<file path="config.mk">
export PLATFORM = sky130hd
export DESIGN_NAME = bath_mode_sequencer_flat
export DESIGN_NICKNAME = d
export VERILOG_FILES = /design/src/rtl/bath_mode_sequencer_if.sv /design/src/rtl/bath_mode_sequencer.sv /design/src/flat_wrapper.sv
export SDC_FILE = /design/constraint.sdc
export NUM_CORES = 1
export LEC_CHECK = 0
export ABC_AREA = 0
export CAP_MARGIN = 20
export CELL_PAD_IN_SITES_DETAIL_PLACEMENT = 0
export CELL_PAD_IN_SITES_GLOBAL_PLACEMENT = 1
export CORE_ASPECT_RATIO = 0.9
export CORE_UTILIZATION = 40
export CTS_BUF_LIST = sky130_fd_sc_hd__clkbuf_4 sky130_fd_sc_hd__clkbuf_8
export DETAILED_ROUTE_END_ITERATION = 10
export PLACE_DENSITY = 0.83
export SLEW_MARGIN = 20
export SYNTH_ARGS = -nofsm -noshare
export SYNTH_HDL_FRONTEND = slang
export SYNTH_SLANG_ARGS = --single-unit
</file>
<file path="constraint.sdc">
create_clock -name clk_1kHz -period 2.25 [get_ports clk_1kHz]
set_clock_uncertainty 0.2 [all_clocks]
set_input_delay 0.5625 -clock clk_1kHz [delete_from_list [all_inputs] [get_ports clk_1kHz]]
set_output_delay 0.5625 -clock clk_1kHz [all_outputs]
set_load 0.01 [all_outputs]
</file>
<file path="src/rtl/bath_mode_sequencer_if.sv">
// Key inputs and display/actuator outputs of the bath heater mode sequencer.
interface bath_mode_sequencer_if;
  logic       key_power;
  logic [3:0] key_mode;
  logic [1:0] on_st;
  logic [3:0] mode_cur;
  logic [2:0] delay_sec;
  logic       fan_en;
  logic       heat_lo;
  logic       heat_hi;

  modport master (
    output key_power, key_mode,
    input  on_st, mode_cur, delay_sec, fan_en, heat_lo, heat_hi
  );

  modport slave (
    input  key_power, key_mode,
    output on_st, mode_cur, delay_sec, fan_en, heat_lo, heat_hi
  );
endinterface

</file>
<file path="src/rtl/bath_mode_sequencer.sv">
// Bath heater power/mode sequencer: self-test, staged heater engage (fan first),
// and fan cooldown after power-off from a heating mode.
module bath_mode_sequencer #(
  parameter int unsigned SELFTEST_MS = 2000,
  parameter int unsigned SEC_MS      = 1000,
  parameter int unsigned COOLDOWN_S  = 3
) (
  input logic                  clk_1kHz,
  input logic                  rst,
  bath_mode_sequencer_if.slave bus
);
  localparam int unsigned MAX_MS = (SELFTEST_MS > SEC_MS) ? SELFTEST_MS : SEC_MS;
  localparam int unsigned CNT_W  = (MAX_MS > 1) ? $clog2(MAX_MS) : 1;
  localparam int unsigned DLY_W  = 3;
  localparam int unsigned MODE_W = 4;

  localparam logic [CNT_W-1:0]  SELFTEST_END = CNT_W'(SELFTEST_MS - 1);
  localparam logic [CNT_W-1:0]  SEC_END      = CNT_W'(SEC_MS - 1);
  localparam logic [DLY_W-1:0]  COOL_LOAD    = DLY_W'(COOLDOWN_S);
  localparam logic [DLY_W-1:0]  WARM_DLY     = DLY_W'(2);
  localparam logic [DLY_W-1:0]  STRONG_DLY   = DLY_W'(4);
  localparam logic [DLY_W-1:0]  STRONG_LO_AT = DLY_W'(3);
  localparam logic [DLY_W-1:0]  DLY_ONE      = DLY_W'(1);
  localparam logic [MODE_W-1:0] MODE_NONE    = MODE_W'(0);

  typedef enum logic [2:0] {
    S_OFF, S_SELFTEST, S_RUN, S_STAGE, S_COOLDOWN
  } state_e;

  state_e            state_q, state_d;
  logic [CNT_W-1:0]  cnt_q, cnt_d;
  logic [1:0]        on_st_q, on_st_d;
  logic [MODE_W-1:0] mode_q, mode_d;
  logic [DLY_W-1:0]  delay_q, delay_d;
  logic              fan_q, fan_d;
  logic              heat_lo_q, heat_lo_d;
  logic              heat_hi_q, heat_hi_d;

  logic pwr_c, req_c, same_c, staged_c, st_end_c, sec_end_c;

  // Key decode: only single-bit mode requests are valid; power wins by priority below.
  assign pwr_c     = bus.key_power;
  assign req_c     = $onehot(bus.key_mode);
  assign same_c    = (bus.key_mode == mode_q);
  assign staged_c  = bus.key_mode[1] | bus.key_mode[2];
  assign st_end_c  = (cnt_q == SELFTEST_END);
  assign sec_end_c = (cnt_q == SEC_END);

  always_ff @(posedge clk_1kHz or posedge rst) begin
    if (rst) begin
      state_q   <= S_OFF;
      cnt_q     <= '0;
      on_st_q   <= 2'b00;
      mode_q    <= MODE_NONE;
      delay_q   <= '0;
      fan_q     <= 1'b0;
      heat_lo_q <= 1'b0;
      heat_hi_q <= 1'b0;
    end else begin
      state_q   <= state_d;
      cnt_q     <= cnt_d;
      on_st_q   <= on_st_d;
      mode_q    <= mode_d;
      delay_q   <= delay_d;
      fan_q     <= fan_d;
      heat_lo_q <= heat_lo_d;
      heat_hi_q <= heat_hi_d;
    end
  end

  // Next state and ms counter.
  always_comb begin
    state_d = state_q;
    cnt_d   = cnt_q;
    case (state_q)
      S_OFF: begin
        if (pwr_c) begin
          state_d = S_SELFTEST;
          cnt_d   = '0;
        end
      end
      S_SELFTEST: begin
        if (st_end_c) begin
          state_d = S_RUN;
          cnt_d   = '0;
        end else begin
          cnt_d = cnt_q + CNT_W'(1);
        end
      end
      S_RUN: begin
        cnt_d = '0;
        if (pwr_c) begin
          state_d = (heat_lo_q || heat_hi_q) ? S_COOLDOWN : S_OFF;
        end else if (req_c && !same_c && staged_c) begin
          state_d = S_STAGE;
        end
      end
      S_STAGE: begin
        if (pwr_c) begin
          state_d = S_COOLDOWN;
          cnt_d   = '0;
        end else if (req_c) begin
          state_d = (!same_c && staged_c) ? S_STAGE : S_RUN;
          cnt_d   = '0;
        end else if (sec_end_c) begin
          cnt_d = '0;
          if (delay_q <= DLY_ONE) state_d = S_RUN;
        end else begin
          cnt_d = cnt_q + CNT_W'(1);
        end
      end
      S_COOLDOWN: begin
        if (pwr_c) begin
          state_d = S_SELFTEST;
          cnt_d   = '0;
        end else if (sec_end_c) begin
          cnt_d = '0;
          if (delay_q <= DLY_ONE) state_d = S_OFF;
        end else begin
          cnt_d = cnt_q + CNT_W'(1);
        end
      end
      default: begin
        state_d = S_OFF;
        cnt_d   = '0;
      end
    endcase
  end

  // Output values for the next cycle, registered alongside the state.
  always_comb begin
    mode_d    = mode_q;
    delay_d   = delay_q;
    fan_d     = fan_q;
    heat_lo_d = heat_lo_q;
    heat_hi_d = heat_hi_q;
    case (state_q)
      S_RUN, S_STAGE: begin
        if (pwr_c) begin
          mode_d    = MODE_NONE;
          heat_lo_d = 1'b0;
          heat_hi_d = 1'b0;
          fan_d     = (state_d == S_COOLDOWN);
          delay_d   = (state_d == S_COOLDOWN) ? COOL_LOAD : '0;
        end else if (req_c) begin
          if (same_c) begin
            mode_d    = MODE_NONE;
            delay_d   = '0;
            fan_d     = 1'b0;
            heat_lo_d = 1'b0;
            heat_hi_d = 1'b0;
          end else begin
            mode_d    = bus.key_mode;
            fan_d     = 1'b1;
            heat_lo_d = bus.key_mode[3];
            heat_hi_d = 1'b0;
            delay_d   = bus.key_mode[2] ? STRONG_DLY :
                        bus.key_mode[1] ? WARM_DLY : '0;
          end
        end else if (state_q == S_STAGE && sec_end_c) begin
          delay_d = (delay_q != '0) ? delay_q - DLY_ONE : '0;
          if (mode_q[2] && delay_q == STRONG_LO_AT) heat_lo_d = 1'b1;
          if (delay_q == DLY_ONE) begin
            if (mode_q[1] || mode_q[2]) heat_lo_d = 1'b1;
            if (mode_q[2])              heat_hi_d = 1'b1;
          end
        end
      end
      S_COOLDOWN: begin
        mode_d    = MODE_NONE;
        heat_lo_d = 1'b0;
        heat_hi_d = 1'b0;
        if (pwr_c || (sec_end_c && delay_q <= DLY_ONE)) begin
          fan_d   = 1'b0;
          delay_d = '0;
        end else if (sec_end_c) begin
          delay_d = delay_q - DLY_ONE;
        end
      end
      default: begin
        mode_d    = MODE_NONE;
        delay_d   = '0;
        fan_d     = 1'b0;
        heat_lo_d = 1'b0;
        heat_hi_d = 1'b0;
      end
    endcase

    case (state_d)
      S_SELFTEST:     on_st_d = 2'b01;
      S_RUN, S_STAGE: on_st_d = 2'b10;
      S_COOLDOWN:     on_st_d = 2'b11;
      default:        on_st_d = 2'b00;
    endcase
  end

  assign bus.on_st     = on_st_q;
  assign bus.mode_cur  = mode_q;
  assign bus.delay_sec = delay_q;
  assign bus.fan_en    = fan_q;
  assign bus.heat_lo   = heat_lo_q;
  assign bus.heat_hi   = heat_hi_q;
endmodule
</file>
<file path="src/flat_wrapper.sv">
// flat-port wrapper written by rule: the top's interface ports become plain ports
module bath_mode_sequencer_flat 
#(
  parameter int unsigned SELFTEST_MS = 2000,
  parameter int unsigned SEC_MS      = 1000,
  parameter int unsigned COOLDOWN_S  = 3
)
  (clk_1kHz, rst, bus_key_power, bus_key_mode, bus_on_st, bus_mode_cur, bus_delay_sec, bus_fan_en, bus_heat_lo, bus_heat_hi);
  bath_mode_sequencer_if bus_i ();
  input logic clk_1kHz;
  input logic rst;
  input wire logic [$bits(bus_i.key_power)-1:0] bus_key_power;
  input wire logic [$bits(bus_i.key_mode)-1:0] bus_key_mode;
  output wire logic [$bits(bus_i.on_st)-1:0] bus_on_st;
  output wire logic [$bits(bus_i.mode_cur)-1:0] bus_mode_cur;
  output wire logic [$bits(bus_i.delay_sec)-1:0] bus_delay_sec;
  output wire logic [$bits(bus_i.fan_en)-1:0] bus_fan_en;
  output wire logic [$bits(bus_i.heat_lo)-1:0] bus_heat_lo;
  output wire logic [$bits(bus_i.heat_hi)-1:0] bus_heat_hi;
  assign bus_i.key_power = bus_key_power;
  assign bus_i.key_mode = bus_key_mode;
  assign bus_on_st = bus_i.on_st;
  assign bus_mode_cur = bus_i.mode_cur;
  assign bus_delay_sec = bus_i.delay_sec;
  assign bus_fan_en = bus_i.fan_en;
  assign bus_heat_lo = bus_i.heat_lo;
  assign bus_heat_hi = bus_i.heat_hi;
  bath_mode_sequencer #(.SELFTEST_MS(SELFTEST_MS), .SEC_MS(SEC_MS), .COOLDOWN_S(COOLDOWN_S)) u_core (.clk_1kHz(clk_1kHz), .rst(rst), .bus(bus_i));
endmodule
</file>
==> results by group, run 1 <==
Run status
  • Status: finished, violations left
  • Failing checks: negative setup slack

Layout
  • Area delta synth->final: 45.5%
  • Fraction of final layout cells sized beyond drive strength 1: 35.1%
  • Inserted Diodes: 0
  • Fin nets: 243
  • Fin cells: 273
  • # fillers: 326

Place
  • Count of input and output buffers: 18
  • Cells after DPL: 258
  • Routability congestion estimate from global placement: 0.807
  • Post-DP HPWL: 3390 um

STA
  • Worst slew margin: 64.9%
  • RSZ-0062 raised after global routing: true
  • Final Max Tran Viols: 0
  • Worst-Margin Slew: 0.523 ns
  • Tmin final: 2.66 ns
  • Tcrit/Tclk final: 118%
  • Fmax: 376 MHz
  • Final Hold Viols: 0
  • Final setup viols: 21
  • Setup slack after layout: -0.412 ns

Global routing
  • Largest net degree at the start of global routing: 27
  • Vias in the first global route: 1,662
  • Gr usage total: 22.7%
  • Initial antenna violation count: 0
  • Total grt overflow: 0
  • First-pass GRT wire length: 7960 um

Yosys
  • Main synth FF type: dfrtp_1
  • Cell with the most instances after synthesis: dfrtp_1
  • Top-area cell type share of the netlist area: 38.3%
  • Number of synthesized flops with an enable pin: 0
  • Ys Warns: 0
  • Top cells by area, synth: dfrtp_1 (38%), ha_1 (6.6%), nor2_1 (3.3%)
  • Synth Instances: 174
  • Post-synthesis sequential area ratio: 38.3%
  • Yosys reg bits: 26
  • Asr flop ratio synth: 100%
  • Syn Std Cell Area: 0.00170 sq mm
  • Distinct cell type count after synthesis: 47
  • Area leader, netlist: dfrtp_1
  • Net Count, Synth: 191
  • Synth cell count leaders: dfrtp_1 (26), nor2_1 (15), o21ai_0 (11)
  • Avg Cell Area, Syn: 9.77 sq um

Floorplanning
  • Io pins: 19
  • Die Area: 0.00452 sq mm
  • Initial Util: 41.7%
  • Die width: 70.7 um
  • Total core area: 0.00407 sq mm
  • FP Rows: 22
  • Overall die height: 63.9 um

Run
  • Max-cap viol count: 0

Drt
  • DR WL/cell: 17.5 um
  • DR iter-0 viols: 122
  • DRC Markers: 0
  • DRT antenna net count: 0
  • Vias: 1,648
  • Via density: 6.04
  • First-pass DRT Iterations: 4
  • Total routed wirelength: 4780 um

Worst setup path
  • Critical path class: input pin to flop
  • R2R setup slack: 0.03 ns
  • Crit. Startpoint: bus_key_mode[1]
  • CP Max Fanout: 4
  • Reg-to-Reg Start: u_core.cnt_q[0]$_DFFE_PP0P_
  • Setup crit start kind: input pin
  • Nature of the critical path endpoint: flop
  • Crit path required time: 2.25 ns
  • Critical Path AT: 2.66 ns

Clocking
  • Clk_lat worst skew: 0.28 ns
  • CTS clk-pin slew, worst paths: 0.09 ns
  • Clock buffer depth: 2
  • Cts hold-fix bufs: 0
  • Clock sink count: 26
  • CTS Buf Count: 3
  • H-tree depth: 1
  • Clock root cell: clkbuf_8
  • CTS tree: built

Pwr
  • Leakage: 1.02 nW
  • Tot Pwr: 1.51 mW
  • Maximum VDD drop: 360 uV
  • PwrDens: 611 mW/mm^2

Hold path
  • Type of the worst min-delay path: flop to flop
  • Hold path start: u_core.cnt_q[0]$_DFFE_PP0P_
==> cells in the final DEF (no fill, tap or decap), drive strengths merged, types with 2 or more instances in the layout <==
master,Yosys,final
nand4,3,3
nor3b,2,2
a41oi,3,3
o21a,2,2
xnor2,5,5
a21oi,10,10
nor2,15,15
nand3b,2,2
nand3,5,5
nor4,5,5
ha,9,9
nand2b,6,6
nand4b,2,2
buf,4,41
nor2b,2,2
or3b,3,3
o32ai,1,2
a31oi,4,4
dfrtp,26,26
mux2i,2,2
a22o,6,6
clkdlybuf4s50,0,14
o32a,2,2
o31ai,2,2
inv,6,6
and3,5,5
clkbuf,5,4
a22oi,4,4
nor3,4,4
nand2,8,8
o21ai,11,11
==> through the flow <==
| stage | TNS (ns) | instance area, sq um | util [%] | setup slack, ns | hold WS, ns |
|---|---|---|---|---|---|
| 2_1_floorplan | -8.44 | 1780 | - | -0.570 | 0.260 |
| 3_3_place_gp | -22.55 | 2170 | 53.2 | -1.13 | 0.285 |
| 3_5_place_dp | -23.67 | 2170 | 53.2 | -1.20 | 0.299 |
| 5_1_grt | -7.19 | 2470 | 60.7 | -0.454 | 0.361 |
| 6_report | -5.96 | 2470 | 60.7 | -0.412 | 0.335 |
| 4_1_cts | -6.11 | 2310 | 56.7 | -0.385 | 0.312 |
==> flip-flops by register name, summed over array words and instances, names as in the netlist <==
register / cells
u_core.bus.on_st: 2
u_core.bus.fan_en: 1
u_core.cnt_q: 11
u_core.bus.delay_sec: 3
u_core.state_q: 3
u_core.bus.heat_lo: 1
u_core.bus.mode_cur: 4
u_core.bus.heat_hi: 1
==> routing by layer <==
layer  vias up  track usage [%]  share of wire, %
met3         4             4.73               5.1
met4         0             5.50              0.71
met1       828             30.1                45
met5         -                0                 0
met2        50             37.7                49
li1        766                -                 -
==> logic make-up (layout without fill, tap and decap cells) <==
family | Yosys count | count (layout) | synth area share, %
DFF | 26 | 26 | 38.3
AOI/OAI and AO/OA | 51 | 52 | 22.3
muxes | 2 | 2 | 1.18
and+or+nand+nor | 65 | 65 | 24.0
adders and majority gates | 10 | 10 | 7.80
buffers and inverters | 15 | 65 | 3.90
xor gates and xnor gates | 5 | 5 | 2.58
==> cell type report <==
class                      count  area, sq um  area share (%)
tap                           48         60.1            2.43
inverter                       6         22.5           0.910
multi-input combinational    134         1180            47.7
sequential                    26          651            26.3
clock buffer                   4         55.1            2.23
timing repair buffer          55          504            20.4
==> report_power, final <==
part	total [mW]	switching (mW)	internal (mW)
Clock	0.311	0.155	0.157
Combinational	0.603	0.281	0.322
Sequential	0.597	0.0710	0.526
==> worst paths after layout <==
path	endpoint	depth (start not counted)
min reg2reg	u_core.cnt_q[0]$_DFFE_PP0P_	1
max reg2reg	u_core.cnt_q[4]$_DFFE_PP0P_	6
min	u_core.cnt_q[0]$_DFFE_PP0P_	1
max	u_core.cnt_q[7]$_DFFE_PP0P_	10
min in group asynchronous	u_core.cnt_q[3]$_DFFE_PP0P_	3
max in group asynchronous	u_core.cnt_q[0]$_DFFE_PP0P_	3
==> timing repair <==
item / in CTS / in global routing
pin swaps: 10 / 20
setup buffers: 5 / 7
gates resized for setup: 29 / 32
hold endpoints to repair: 0 / 0
cloned: 1 / 0
setup endpoints to repair: 22 / 24
==> worst max-delay path, cell delays in order <==
cell,delay [ns]
buf_8,0.10
ha_4,0.23
ha_4,0.15
fa_2,0.57
nor3b_4,0.05
o31a_2,0.39
buf_6,0.14
o32ai_4,0.15
a41oi_2,0.15
a31oi_1,0.16
No activity file was read; power rests on OpenSTA's default activity.
==> inputs of run 2 (changes only) <==
- CORE_ASPECT_RATIO: 0.9 -> 2
==> run 2 against run 1 <==
Effect of this change: the flow still finishes with violations (negative setup slack); final cell count grew 1.1%; worst hold slack lost 0.038 ns; clock power shrank 2%; non-clock buffer count shrank 1; utilization grew 0.13 points; flip-flop and latch count is the same; final area grew 0.56%; worst setup slack gained 0.011 ns; total power shrank 1.0%; die area grew 0.33%.
==> results by group, run 2 (same netlist as run 1, synthesis figures left out) <==
Global routing
  • First-pass GRT wire length: 8320 um (+4.6%)
  • Largest net degree at the start of global routing: 27 (unchanged)
  • Gr usage total: 26.0% (+3.4 points)
  • Total grt overflow: 0 (unchanged)
  • Vias in the first global route: 1,716 (+3.2%)
  • Initial antenna violation count: 0 (unchanged)

Layout
  • Fin cells: 276 (+1.1%)
  • Inserted Diodes: 0 (unchanged)
  • Fraction of final layout cells sized beyond drive strength 1: 35.3% (+0.16 points)
  • Most frequent cells in the layout: buf_4 (30), dfrtp_1 (26), nor2_1 (14), clkdlybuf4s50_1 (14)
  • # fillers: 326 (unchanged)
  • Most flop-heavy register: u_core.cnt_q
  • Area delta synth->final: 46.3%
  • Max reg flops: 11 (unchanged)
  • Fin nets: 242 (-0.41%)
  • Most common cell after layout, fill and taps aside: buf_4

Pwr
  • Maximum VDD drop: 498 uV (+38%)
  • Switching Fraction: 33.1% (-0.43 points)
  • Comb pwr share: 40.7% (+0.8 points)
  • PwrDens: 601 mW/mm^2 (-1.6%)
  • Leakage: 1.02 nW (-0.13%)
  • Sw power: 495 uW (-2.3%)
  • Internal Pwr Total: 1.00 mW (-0.40%)
  • Reg power frac: 38.9% (-0.6 points)
  • Clock Power Share: 20.3% (-0.3 points)

Drt
  • DRT antenna net count: 0 (unchanged)
  • Vias: 1,638 (-0.61%)
  • DR WL/cell: 18.7 um (+6.6%)
  • DR iter-0 viols: 57 (-53%)
  • DRC Markers: 0 (unchanged)
  • First-pass DRT Iterations: 4 (unchanged)
  • Via density: 5.93 (-1.7%)
  • Total routed wirelength: 5150 um (+7.7%)

Floorplanning
  • FP Rows: 33 (+50%)
  • Initial Util: 41.6% (-0.14 points)
  • Die Area: 0.00453 sq mm (+0.33%)
  • Total core area: 0.00409 sq mm (+0.34%)
  • Io pins: 19 (unchanged)
  • Die width: 48.1 um (-32%)
  • Overall die height: 94.2 um (+48%)

STA
  • Fin Hold WS: 0.297 ns (-0.0383 ns)
  • Worst-Margin Slew: 0.484 ns (-0.0395 ns)
  • Tmin final: 2.65 ns (-0.0110 ns)
  • Final Hold Viols: 0 (unchanged)
  • Setup slack after layout: -0.401 ns (+0.0110 ns)
  • Worst slew margin: 67.5% (+2.7 points)
  • Tcrit/Tclk final: 118% (-0.49 points)
  • Final setup viols: 21 (unchanged)
  • RSZ-0062 raised after global routing: true
  • Final Max Tran Viols: 0 (unchanged)
  • Fmax: 377 MHz (+0.42%)

Clocking
  • CTS Buf Count: 3 (unchanged)
  • Clk_lat worst skew: 0.27 ns (about the same)
  • Clock sink count: 26 (unchanged)
  • CTS clk-pin slew, worst paths: 0.09 ns (about the same)
  • Cts hold-fix bufs: 0 (unchanged)
  • H-tree depth: 1 (unchanged)
  • Clock buffer depth: 2 (unchanged)
  • Clock root cell: clkbuf_8
  • CTS tree: built

Worst setup path
  • R2R cell count: 6 (unchanged)
  • Reg-to-Reg Start: u_core.cnt_q[7]$_DFFE_PP0P_
  • R2R setup slack: 0.03 ns (about the same)
  • Critical path class: input pin to flop
  • CP Max Fanout: 4 (unchanged)
  • Nature of the critical path endpoint: flop
  • Setup crit start kind: input pin
  • Reg-to-Reg End: u_core.cnt_q[6]$_DFFE_PP0P_
  • Critical Path AT: 2.66 ns (about the same)
  • Crit path required time: 2.26 ns (about the same)

Run status
  • Status: finished, violations left
  • Failing checks: negative setup slack

Hold path
  • Hold Path Stages: 1 (unchanged)
  • Hold Crit Endpoint: u_core.cnt_q[0]$_DFFE_PP0P_
  • Hold path start: u_core.cnt_q[0]$_DFFE_PP0P_
  • Type of the worst min-delay path: flop to flop

Run
  • Max-cap viol count: 0 (unchanged)

Place
  • Post-DP HPWL: 3640 um (+7.5%)
  • Cells after DPL: 268 (+3.9%)
  • Routability congestion estimate from global placement: 0.847 (+5.0%)
  • Count of input and output buffers: 18 (unchanged)
## run 2: cell count changes in the layout (fill, tap and decap cells not counted), sizes merged
cell,previous run,this run
buf,41,40
## run 2: worst max path at each step
stage | start | endpoint | slack [ns] | cells past startpoint
after floorplan | bus_key_mode[2] | u_core.bus.delay_sec[2]$_DFFE_PP0P_ | -0.57 | 9
after global placement | bus_key_mode[0] | u_core.cnt_q[5]$_DFFE_PP0P_ | -1.15 | 10
after detailed placement | bus_key_mode[0] | u_core.cnt_q[5]$_DFFE_PP0P_ | -1.20 | 10
after CTS | bus_key_mode[3] | u_core.cnt_q[7]$_DFFE_PP0P_ | -0.37 | 9
after global routing | bus_key_mode[1] | u_core.cnt_q[9]$_DFFE_PP0P_ | -0.44 | 9
final | bus_key_mode[3] | u_core.cnt_q[2]$_DFFE_PP0P_ | -0.40 | 10
## run 2: metal layers
| layer | share of wire (%) | track usage, % |
|---|---|---|
| met5 | 0 | 0 |
| met4 | 3.6 | 10.9 |
| met3 | 2.6 | 4.04 |
| met2 | 59 | 46.7 |
| met1 | 34 | 27.6 |
## run 2: timing repair
item                                    4_1_cts  5_1_grt
pin swaps                                    15       11
resized for setup                            46       15
setup buffers                                 2        2
gates cloned                                  1        0
endpoints found under the setup margin       22       23
## run 2: stage by stage
step                setup TNS, ns  power, mW  setup WS (ns)  instance area [sq um]  util, %
global route                -7.25       1.58         -0.444                   2490     60.9
global placement           -22.56       1.07          -1.15                   2220     54.3
CTS                         -5.32       1.46         -0.370                   2410     59.0
finish                      -6.15       1.50         -0.401                   2490     60.9
detailed placement         -23.81       1.10          -1.20                   2220     54.3
floorplan                   -8.44      0.915         -0.570                   1780        -
## run 2: final cells by class
| type | instances | area (sq um) | share of cell area, % |
|---|---|---|---|
| Clock buffer | 4 | 55.1 | 2.21 |
| Inverter | 6 | 22.5 | 0.905 |
| Multi-Input combinational cell | 134 | 1200 | 48.3 |
| Sequential cell | 26 | 651 | 26.2 |
| Tap cell | 52 | 65.1 | 2.62 |
| Timing Repair Buffer | 54 | 493 | 19.8 |
## run 2: power by group through the flow
stage	clock [mW]	combinational (mW)	sequential, mW
6_report	0.304	0.609	0.582
5_1_grt	0.328	0.660	0.592
4_1_cts	0.309	0.570	0.583
3_5_place_dp	0	0.507	0.590
3_3_place_gp	0	0.486	0.587
2_1_floorplan	0	0.333	0.582
## run 2: critical path, cell delays in order
cell	delay [ns]
buf_8	0.10
ha_4	0.23
ha_4	0.15
fa_2	0.58
nor3b_4	0.07
o31a_2	0.36
buf_4	0.15
o32ai_4	0.15
buf_4	0.17
a22o_1	0.13
